==> src/rtl/edge_pattern_gen_pkg.sv <==
// Shared definitions for the edge pattern generator.
// Contents:
//   DEF_LEN_W - default width of the high/low phase length fields
//   DEF_CNT_W - default width of the pulse count field
//   state_t   - generator FSM state encoding
package edge_gen_pkg;

  localparam int DEF_LEN_W = 8;
  localparam int DEF_CNT_W = 8;

  typedef enum logic [1:0] {
    IDLE = 2'd0,
    HIGH = 2'd1,
    LOW  = 2'd2,
    DONE = 2'd3
  } state_t;

endpackage

==> src/rtl/edge_pattern_gen_phase_counter.sv <==
// Loadable down-counter that saturates at zero.
// Ports:
//   clk        - clock, posedge
//   reset      - asynchronous active-high reset, clears the count
//   load_i     - load load_val_i this cycle (wins over en_i)
//   load_val_i - value to load
//   en_i       - decrement by one; holds at zero, never wraps
//   zero_o     - count currently reads zero
module edge_phase_counter #(
  parameter int W = 8
) (
  input  logic         clk,
  input  logic         reset,
  input  logic         load_i,
  input  logic [W-1:0] load_val_i,
  input  logic         en_i,
  output logic         zero_o
);

  localparam logic [W-1:0] ONE = W'(1'b1);

  logic [W-1:0] count_q;

  // Count register: load has priority, decrement stops at zero.
  always_ff @(posedge clk or posedge reset) begin
    if (reset) begin
      count_q <= '0;
    end else if (load_i) begin
      count_q <= load_val_i;
    end else if (en_i && (count_q != '0)) begin
      count_q <= count_q - ONE;
    end else begin
      count_q <= count_q;
    end
  end

  assign zero_o = (count_q == '0);

endmodule

==> src/rtl/edge_pattern_gen.sv <==
// Programmable level-waveform generator: on an accepted command it drives
// wave_out as num_pulses pulses of high_len cycles high then low_len cycles
// low, with marker strobes registered alongside each edge.
// Ports:
//   clk, reset               - clock and asynchronous active-high reset
//   start_valid/start_ready  - command handshake (ready only in IDLE)
//   high_len/low_len         - phase lengths in cycles, sampled at accept
//   num_pulses               - pulse count, sampled at accept
//   abort                    - stop the active train (HIGH/LOW only)
//   wave_out                 - generated level
//   rise_mark/fall_mark      - strobes on the first cycle of each new level
//   busy                     - train in progress
//   done                     - one-cycle strobe at normal completion
module edge_pattern_gen
  import edge_gen_pkg::*;
#(
  parameter int LEN_W = DEF_LEN_W,
  parameter int CNT_W = DEF_CNT_W
) (
  input  logic             clk,
  input  logic             reset,
  input  logic             start_valid,
  output logic             start_ready,
  input  logic [LEN_W-1:0] high_len,
  input  logic [LEN_W-1:0] low_len,
  input  logic [CNT_W-1:0] num_pulses,
  input  logic             abort,
  output logic             wave_out,
  output logic             rise_mark,
  output logic             fall_mark,
  output logic             busy,
  output logic             done
);

  localparam logic [LEN_W-1:0] LEN_ONE = LEN_W'(1'b1);
  localparam logic [CNT_W-1:0] CNT_ONE = CNT_W'(1'b1);

  state_t             state_q, state_d;
  logic               wave_q, wave_d;
  logic               rise_q, rise_d;
  logic               fall_q, fall_d;
  logic               done_q, done_d;
  logic [LEN_W-1:0]   high_q, high_d;
  logic [LEN_W-1:0]   low_q, low_d;

  logic               ph_load_s, ph_en_s, ph_zero_s;
  logic [LEN_W-1:0]   ph_val_s;
  logic               pc_load_s, pc_en_s, pc_zero_s;
  logic [CNT_W-1:0]   pc_val_s;
  logic               degenerate_s;

  // Any zero field means there is nothing to emit: report done without edges.
  assign degenerate_s = (high_len == '0) || (low_len == '0) || (num_pulses == '0);
  // Pulse counter holds "pulses remaining after the current one".
  assign pc_val_s     = num_pulses - CNT_ONE;

  edge_phase_counter #(.W(LEN_W)) u_phase_cnt (
    .clk        (clk),
    .reset      (reset),
    .load_i     (ph_load_s),
    .load_val_i (ph_val_s),
    .en_i       (ph_en_s),
    .zero_o     (ph_zero_s)
  );

  edge_phase_counter #(.W(CNT_W)) u_pulse_cnt (
    .clk        (clk),
    .reset      (reset),
    .load_i     (pc_load_s),
    .load_val_i (pc_val_s),
    .en_i       (pc_en_s),
    .zero_o     (pc_zero_s)
  );

  // Next-state, next-output and counter control decode.
  always_comb begin
    state_d   = state_q;
    wave_d    = 1'b0;
    rise_d    = 1'b0;
    fall_d    = 1'b0;
    done_d    = 1'b0;
    high_d    = high_q;
    low_d     = low_q;
    ph_load_s = 1'b0;
    ph_val_s  = high_q - LEN_ONE;
    ph_en_s   = 1'b0;
    pc_load_s = 1'b0;
    pc_en_s   = 1'b0;
    case (state_q)
      IDLE: begin
        if (start_valid) begin
          high_d    = high_len;
          low_d     = low_len;
          pc_load_s = 1'b1;
          if (degenerate_s) begin
            state_d = DONE;
            done_d  = 1'b1;
          end else begin
            state_d   = HIGH;
            wave_d    = 1'b1;
            rise_d    = 1'b1;
            ph_load_s = 1'b1;
            ph_val_s  = high_len - LEN_ONE;
          end
        end else begin
          state_d = IDLE;
        end
      end
      HIGH: begin
        // abort beats the phase transition in the same cycle
        if (abort) begin
          state_d = IDLE;
          fall_d  = wave_q;
        end else if (ph_zero_s) begin
          state_d   = LOW;
          fall_d    = 1'b1;
          ph_load_s = 1'b1;
          ph_val_s  = low_q - LEN_ONE;
        end else begin
          wave_d  = 1'b1;
          ph_en_s = 1'b1;
        end
      end
      LOW: begin
        if (abort) begin
          state_d = IDLE;
          fall_d  = wave_q;
        end else if (ph_zero_s) begin
          if (pc_zero_s) begin
            state_d = DONE;
            done_d  = 1'b1;
          end else begin
            state_d   = HIGH;
            wave_d    = 1'b1;
            rise_d    = 1'b1;
            ph_load_s = 1'b1;
            ph_val_s  = high_q - LEN_ONE;
            pc_en_s   = 1'b1;
          end
        end else begin
          ph_en_s = 1'b1;
        end
      end
      DONE: begin
        state_d = IDLE;
      end
      default: begin
        state_d = IDLE;
      end
    endcase
  end

  // State, latched fields and registered outputs.
  always_ff @(posedge clk or posedge reset) begin
    if (reset) begin
      state_q <= IDLE;
      wave_q  <= 1'b0;
      rise_q  <= 1'b0;
      fall_q  <= 1'b0;
      done_q  <= 1'b0;
      high_q  <= '0;
      low_q   <= '0;
    end else begin
      state_q <= state_d;
      wave_q  <= wave_d;
      rise_q  <= rise_d;
      fall_q  <= fall_d;
      done_q  <= done_d;
      high_q  <= high_d;
      low_q   <= low_d;
    end
  end

  assign start_ready = (state_q == IDLE);
  assign busy        = (state_q == HIGH) || (state_q == LOW);
  assign wave_out    = wave_q;
  assign rise_mark   = rise_q;
  assign fall_mark   = fall_q;
  assign done        = done_q;

endmodule

==> config.mk <==
export PLATFORM = sky130hd
export DESIGN_NAME = edge_pattern_gen
export DESIGN_NICKNAME = d
export VERILOG_FILES = /design/src/rtl/edge_pattern_gen_pkg.sv /design/src/rtl/edge_pattern_gen_phase_counter.sv /design/src/rtl/edge_pattern_gen.sv
export SDC_FILE = /design/constraint.sdc
export NUM_CORES = 1
export LEC_CHECK = 0
export ABC_AREA = 1
export CORE_ASPECT_RATIO = 1.25
export CORE_MARGIN = 2
export CORE_UTILIZATION = 56
export CTS_CLUSTER_DIAMETER = 60
export DETAILED_ROUTE_END_ITERATION = 10
export HOLD_SLACK_MARGIN = 0.08
export PLACE_DENSITY_LB_ADDON = 0.2
export SLEW_MARGIN = 30
export SYNTH_ARGS = -nofsm -noshare
export SYNTH_HDL_FRONTEND = slang
export SYNTH_SLANG_ARGS = --single-unit
==> constraint.sdc <==
create_clock -name clk -period 2.7 [get_ports clk]
set_input_delay 0.27 -clock clk [delete_from_list [all_inputs] [get_ports clk]]
set_output_delay 0.27 -clock clk [all_outputs]
set_load 0.01 [all_outputs]
==> results.py, run 1 <==
metrics = {
    "logic_synthesis": {
        "post_synth_num_cell_types": 34,
        "synth_top_family_by_area": "simple AND/OR/NAND/NOR gates",
        "post_synth_mux_area_share_pct": 0,
        "synth-seq-cells": 38,
        "share_of_the_synthesized_area_in_compound_gates_ao_oa_aoi_oai_pct": 11.66,
        "synth_top_cell_by_area": "sky130_fd_sc_hd__dfrtp_1",
        "synth_top_area_share_pct": 33.55,
        "post_synth_fa_ha_maj_area_fraction_pct": 5.298,
        "synth_sequential_area_ratio_pct": 33.55,
        "postSynthCellCount": 418,
        "post_synth_xor_area_fraction_pct": 5.254,
        "yosys.area_share.simple_pct": 34.83,
        "syn-cell-area_mm2": 0.002834,
        "synthesis.area_per_instance_um2": 6.780,
        "synthesis.yosys.warnings": 0,
        "synth.area.top_cells": "sky130_fd_sc_hd__dfrtp_1, sky130_fd_sc_hd__nand2_1, sky130_fd_sc_hd__nor2_1",
        "syn_nets": 458,
    },
    "cts": {
        "worst_skew_pair.late_latency_ns": 0.29,
        "worst_setup_hold_path_clk_slew_ns": 0.08,
        "number_of_clock_buffers_inserted_by_tritoncts": 5,
        "tritoncts_num_sinks": 38,
        "cts_root_buffer": "sky130_fd_sc_hd__clkbuf_8",
        "postCtsHoldBufs": 0,
        "post_cts.resized_instances": 0,
        "tritoncts_clock_tree": "yes",
        "clock_tree.htree_level_count": 2,
        "ctsLongestPathBuffers": 2,
        "number_of_buffers_inserted_by_post_cts_setup_repair": 0,
    },
    "setup_path": {
        "criticalPathCategory": "reg2reg",
        "path_cells": "inv_1 -> ha_1 -> nand2_2 -> inv_2 -> o21ai_2 -> ha_1 -> inv_1 -> nor4_1 -> o21ai_0 -> o21ai_0",
        "critPathMaxStageDelay_ns": 0.40,
        "cpLargestDelayFamily": "simple AND/OR/NAND/NOR gates",
        "worst-path-buf-inv": 3,
        "cp-start-kind": "flip-flop",
        "required_ns": 2.91,
        "worst_ep_arrival_time_ns": 2.52,
        "cp_max_fo": 24,
        "endpoint_kind": "flip-flop",
        "critPathSlowestCell": "sky130_fd_sc_hd__dfrtp_1",
    },
    "placed_design": {
        "place.detailed.instances": 508,
        "gp_congestion": 0.8729,
        "port_buffers": 33,
        "postPlaceCellArea_mm2": 0.003218,
        "place_hpwl_mm": 5.041,
        "pre_cts_ws_ns": 0.3929,
    },
    "timing": {
        "final-setup-viol-count": 0,
        "fin_setup_tns_ns": 0,
        "min_period_over_period_pct": 85.54,
        "setup_slack_ns": 0.3904,
        "timing.fmax_mhz": 433.0,
        "fin_skew_ns": 0.01152,
        "hold_violations": 0,
        "report.final.slew_viol_count": 0,
        "worstMarginPinSlew_ns": 0.4713,
        "slew-limit-headroom_pct": 68.58,
        "setup_repair_after_global_routing_missed_its_margin": "no",
        "timing.final.crit_period_ns": 2.310,
    },
    "pwr": {
        "vdd_ir_drop_max_mv": 0.5435,
        "p_total_mw": 3.348,
        "power_density_mw_per_mm2": 1016,
        "p_leak_nw": 1.646,
    },
    "job": {
        "timing.max_cap.violations": 0,
    },
    "global_route": {
        "grt_pass1_wl_mm": 10.90,
        "via_count_of_the_first_global_routing_pass": 2509,
        "gr-total-overflow": 0,
        "grt_antenna_before_repair": 0,
        "groute.usage.overall_pct": 24.66,
        "grt_max_degree": 39,
    },
    "cells_and_area": {
        "instances_no_fill": 515,
        "finalNetCount": 495,
        "postLayoutCellArea_mm2": 0.003294,
        "final_layout_size_suffix_gt1_share_pct": 7.692,
        "antennaDiodeCount": 0,
        "area_growth_pct": 16.25,
    },
    "routing": {
        "drt_iter0_drc": 133,
        "dr_total_vias": 2713,
        "drt-pass1-iter-count": 4,
        "wl_mm": 6.341,
        "wl_per_cell_um": 12.31,
        "vias_per_cell": 5.268,
        "final_antenna_net_count": 0,
        "drc_errors": 0,
    },
    "floorplanning": {
        "design.die.area_mm2": 0.005649,
        "io_pins": 34,
        "die_span_x_um": 67.63,
        "floorplan.initialDensity_pct": 59.05,
        "row_count": 28,
        "die_y_um": 83.54,
        "core-area_mm2": 0.004800,
    },
    "hold_path": {
        "hold_path_class": "in2async",
    },
    "outcome": {
        "status": "finished, final reports clean",
    },
}
## logic make-up after synthesis
logic type | count (synthesis)
xor gates and xnor gates | 17
AOI/OAI and AO/OA | 61
DFF | 38
adders and majority gates | 12
buffers and inverters | 64
and+or+nand+nor | 226
## placed cells by master, fill, tap and decap left out
master                            synthesis  final
sky130_fd_sc_hd__inv_1                   52     52
sky130_fd_sc_hd__xor2_1                  12     12
sky130_fd_sc_hd__a31oi_1                  2      2
sky130_fd_sc_hd__inv_2                    4      4
sky130_fd_sc_hd__nor2_4                   2      2
sky130_fd_sc_hd__o21ai_2                  3      3
sky130_fd_sc_hd__or2_0                    2      2
sky130_fd_sc_hd__nand4_1                  6      6
sky130_fd_sc_hd__nand3_2                  4      4
sky130_fd_sc_hd__nand2_1                108    108
sky130_fd_sc_hd__and2_1                   1      1
sky130_fd_sc_hd__clkdlybuf4s50_1          0     33
sky130_fd_sc_hd__nand2_4                  1      1
sky130_fd_sc_hd__o211ai_1                 2      2
sky130_fd_sc_hd__nor2_2                   4      4
sky130_fd_sc_hd__nand3_1                 25     25
sky130_fd_sc_hd__clkbuf_1                 2      2
sky130_fd_sc_hd__dfrtp_1                 38     38
sky130_fd_sc_hd__o21ai_1                  5      5
sky130_fd_sc_hd__ha_1                    12     12
sky130_fd_sc_hd__or2_2                    2      2
sky130_fd_sc_hd__o22ai_1                  1      1
sky130_fd_sc_hd__nor3_1                   3      3
sky130_fd_sc_hd__a21oi_1                 11     11
sky130_fd_sc_hd__clkbuf_8                 0      5
sky130_fd_sc_hd__buf_4                    0      4
sky130_fd_sc_hd__o21ai_0                 35     35
sky130_fd_sc_hd__xnor2_1                  5      5
sky130_fd_sc_hd__nand2_2                  5      5
sky130_fd_sc_hd__nor4_1                   1      1
sky130_fd_sc_hd__a21boi_0                 1      1
sky130_fd_sc_hd__nand3b_1                 1      1
sky130_fd_sc_hd__a22oi_1                  1      1
sky130_fd_sc_hd__clkinv_2                 1      1
sky130_fd_sc_hd__nor2_1                  61     61
## worst paths after layout
kind                                     endpoint       start  cells past startpoint  slack (ns)
min                                    state_q[0]       reset                      3        0.39
max reg2reg                u_pulse_cnt.count_q[4]  state_q[0]                     10        0.39
min in group clk                        high_q[7]   high_q[7]                      2        0.51
max                        u_pulse_cnt.count_q[4]  state_q[0]                     10        0.39
min reg2reg                             high_q[7]   high_q[7]                      2        0.51
max in group asynchronous               high_q[1]       reset                      3        1.96
## state kept, by name, summed over array words and instances, names as in the netlist
register and flops:
done 1, state_q 2, u_phase_cnt.count_q 8, low_q 8, fall_mark 1, high_q 8, wave_out 1, rise_mark 1
u_pulse_cnt.count_q 8
## final cells by class
cell class              instances  area, um^2
inverters                      57       215.2
well taps                      60       75.07
flip-flops and latches         38       950.9
fillers                       441        1505
clock buffers                   7       76.32
multi-input cells             316        1617
repair buffers                 37       360.3
## stage by stage
stage / utilization (%) / hold slack, ns
floorplan: - / 0.3796
detailed placement: 67.05 / 0.4965
CTS: 68.64 / 0.4157
global route: 68.64 / 0.4621
global placement: 67.05 / 0.4770
finish: 68.64 / 0.3917
## cell usage after synthesis, drive strengths merged
library cell / n
nor3: 3
inv: 56
clkbuf: 2
nor4: 1
or2: 4
a31oi: 2
and2: 1
o22ai: 1
ha: 12
xor2: 12
nand4: 6
buf: 5
o211ai: 2
dfrtp: 38
xnor2: 5
nor2: 67
clkinv: 1
a22oi: 1
a21boi: 1
nand3b: 1
nand2: 114
a21oi: 11
nand3: 29
o21ai: 43
## where the power goes
part           switching (mW)  internal (mW)  total (mW)
Clock                   0.192          0.178       0.370
Combinational            1.19          0.735        1.93
Sequential              0.215          0.835        1.05
## metal layers
layer	track usage (%)	wire, um	share of wire, %
met1	32.75	2883	45
met2	40.37	3093	49
met3	3.644	226	3.6
met4	7.978	137	2.2
met5	0	0	0
## worst min-delay path, stage by stage
cell and delay [ns]:
sky130_fd_sc_hd__clkdlybuf4s50_1 0.40, sky130_fd_sc_hd__inv_1 0.05, sky130_fd_sc_hd__buf_4 0.40
No activity file was read; power rests on OpenSTA's default activity.
==> run 2, diff against run 1 <==
--- a/config.mk
+++ b/config.mk
@@ -7,12 +7,12 @@
 export LEC_CHECK = 0
 export ABC_AREA = 1
 export CORE_ASPECT_RATIO = 1.25
-export CORE_MARGIN = 2
 export CORE_UTILIZATION = 56
 export CTS_CLUSTER_DIAMETER = 60
 export DETAILED_ROUTE_END_ITERATION = 10
 export HOLD_SLACK_MARGIN = 0.08
-export PLACE_DENSITY_LB_ADDON = 0.2
+export PLACE_DENSITY = 0.8
+export REMOVE_ABC_BUFFERS = 1
 export SLEW_MARGIN = 30
 export SYNTH_ARGS = -nofsm -noshare
 export SYNTH_HDL_FRONTEND = slang
==> run 2 against run 1 <==
  * Register-to-register slack improved by 0.07 ns
  * Global-route usage grew 3.1 points
  * Clock skew fell by 0.0066 ns
  * Non-clock buffer count unchanged
  * Critical path type unchanged
  * Critical endpoint is now u_phase_cnt.count_q[2]
  * Highest routed layer unchanged
==> results.py, run 2 (synthesis results as in run 1) <==
metrics = {
    "outcome": {
        "status": "finished, final reports clean",
    },
    "global_route": {
        "grt_antenna_before_repair": 0,
        "groute.usage.overall_pct": 27.80,
        "grt_max_degree": 39,
        "via_count_of_the_first_global_routing_pass": 2600,
        "grt_pass1_wl_mm": 11.49,
        "gr-total-overflow": 0,
    },
    "setup_path": {
        "timing.rr.end": "u_phase_cnt.count_q[2]",
        "cp_max_fo": 13,
        "r2r_slack_ns": 0.46,
        "worst-path-buf-inv": 3,
        "path_cells": "inv_1 -> ha_1 -> nand2_2 -> inv_2 -> nand3_1 -> nand3_2 -> nand2_2 -> nand2_2 -> inv_1 -> nand2_1 -> nand3_1",
        "r2r_cells": 11,
        "timing.critical_path.mode_cell": "sky130_fd_sc_hd__nand2_2",
        "endpoint_kind": "flip-flop",
        "cpLargestDelayFamily": "simple AND/OR/NAND/NOR gates",
        "critPathMaxStageDelay_ns": 0.41,
        "worst_ep_arrival_time_ns": 2.42,
        "required_ns": 2.88,
        "cp-start-kind": "flip-flop",
        "critical_path_cell_count": 11,
        "criticalPathCategory": "reg2reg",
        "ff_to_ff_start": "state_q[0]",
        "critPathSlowestCell": "sky130_fd_sc_hd__dfrtp_1",
    },
    "cts": {
        "cts_root_buffer": "sky130_fd_sc_hd__clkbuf_8",
        "tritoncts_num_sinks": 38,
        "ctsLongestPathBuffers": 2,
        "number_of_clock_buffers_inserted_by_tritoncts": 5,
        "postCtsHoldBufs": 0,
        "clock_tree.htree_level_count": 2,
        "number_of_buffers_inserted_by_post_cts_setup_repair": 0,
        "post_cts.resized_instances": 0,
        "worst_skew_pair.late_latency_ns": 0.29,
        "tritoncts_clock_tree": "yes",
        "worst_setup_hold_path_clk_slew_ns": 0.08,
    },
    "timing": {
        "worstMarginPinSlew_ns": 0.4941,
        "setup_slack_ns": 0.4566,
        "fin_setup_tns_ns": 0,
        "timing.fmax_mhz": 445.7,
        "timing.final.crit_period_ns": 2.243,
        "setup_repair_after_global_routing_missed_its_margin": "no",
        "fin_skew_ns": 0.004947,
        "hold_violations": 0,
        "slew-limit-headroom_pct": 67.06,
        "min_period_over_period_pct": 83.09,
        "final-setup-viol-count": 0,
        "report.final.slew_viol_count": 0,
    },
    "cells_and_area": {
        "mostFrequentLayoutCell": "sky130_fd_sc_hd__nand2_1",
        "antennaDiodeCount": 0,
        "multi_input_area_mm2": 0.001617,
        "final_cell_mix": "sky130_fd_sc_hd__nand2_1, sky130_fd_sc_hd__nor2_1, sky130_fd_sc_hd__inv_1",
        "final_layout_size_suffix_gt1_share_pct": 8.333,
        "finalNetCount": 495,
        "seqCellArea_um2": 950.9,
        "area_growth_pct": 17.40,
        "fill_cells": 422,
    },
    "floorplanning": {
        "floorplan.initialDensity_pct": 59.05,
        "design.die.area_mm2": 0.005351,
        "row_count": 28,
        "die_y_um": 81.54,
        "core-area_mm2": 0.004800,
        "die_span_x_um": 65.63,
        "io_pins": 34,
    },
    "placed_design": {
        "gp_congestion": 0.8871,
        "place_hpwl_mm": 5.122,
        "pre_cts_ws_ns": 0.4217,
        "port_buffers": 33,
    },
    "routing": {
        "drt_iter0_drc": 130,
        "final_antenna_net_count": 0,
        "drt-pass1-iter-count": 5,
        "wl_met1_mm": 2.841,
        "wl_mm": 6.651,
        "wl_met2_mm": 3.409,
        "drc_errors": 0,
        "dr_total_vias": 2722,
        "wl_per_cell_um": 12.89,
        "vias_per_cell": 5.275,
        "highest-signal-layer": "met4",
        "met3WireLength_um": 323,
    },
    "hold_path": {
        "hold_path_class": "in2async",
    },
    "pwr": {
        "power_density_mw_per_mm2": 1042,
        "p_leak_nw": 1.666,
        "vdd_ir_drop_max_mv": 0.5764,
    },
    "job": {
        "timing.max_cap.violations": 0,
    },
}
## run 2: changes by cell type in the layout (fill, tap and decap cells not counted)
cell,before,now
sky130_fd_sc_hd__clkbuf_1,2,0
sky130_fd_sc_hd__clkinv_2,1,3
sky130_fd_sc_hd__bufinv_16,0,1
## run 2: worst max-delay path by stage
stage | endpoint | start
5_1_grt | u_phase_cnt.count_q[2] | state_q[0]
3_5_place_dp | u_phase_cnt.count_q[2] | high_len[0]
2_1_floorplan | u_phase_cnt.count_q[7] | state_q[0]
4_1_cts | u_phase_cnt.count_q[2] | state_q[0]
6_report | u_phase_cnt.count_q[2] | state_q[0]
3_3_place_gp | u_phase_cnt.count_q[7] | high_len[0]
## run 2: layer usage
| metal | global-route usage (%) | up-vias |
|---|---|---|
| met5 | 0 | - |
| met4 | 8.478 | 0 |
| met3 | 3.472 | 7 |
| met2 | 48.98 | 88 |
| met1 | 35.05 | 1229 |
| li1 | - | 1398 |
## run 2: cell type report
| cell class | count | share of cell area, % |
|---|---|---|
| clock inverter | 3 | 1.203 |
| tap | 60 | 2.256 |
| timing repair buffer | 37 | 10.83 |
| multi-input combinational | 316 | 48.59 |
| sequential | 38 | 28.58 |
| clock buffer | 5 | 2.068 |
| inverter | 57 | 6.469 |
## run 2: through the flow
stage	hold slack [ns]	cells	utilization, %	power [mW]	instance area, um^2
3_5_place_dp	0.4877	508	67.05	2.964	3218
3_3_place_gp	0.4869	508	67.05	2.907	3218
4_1_cts	0.4108	516	69.32	3.466	3327
2_1_floorplan	0.3796	411	-	2.433	2783
5_1_grt	0.4454	516	69.32	3.799	3327
6_report	0.4039	516	69.32	3.468	3327
## run 2: worst min-delay path, cell delays in order
cell                              delay, ns
sky130_fd_sc_hd__clkdlybuf4s50_1       0.40
sky130_fd_sc_hd__inv_1                 0.05
sky130_fd_sc_hd__buf_4                 0.42
## run 2: power by group
part / internal, mW / switching (mW)
Sequential: 0.834 / 0.207
Clock: 0.272 / 0.206
Combinational: 0.734 / 1.22
Total: 1.84 / 1.63
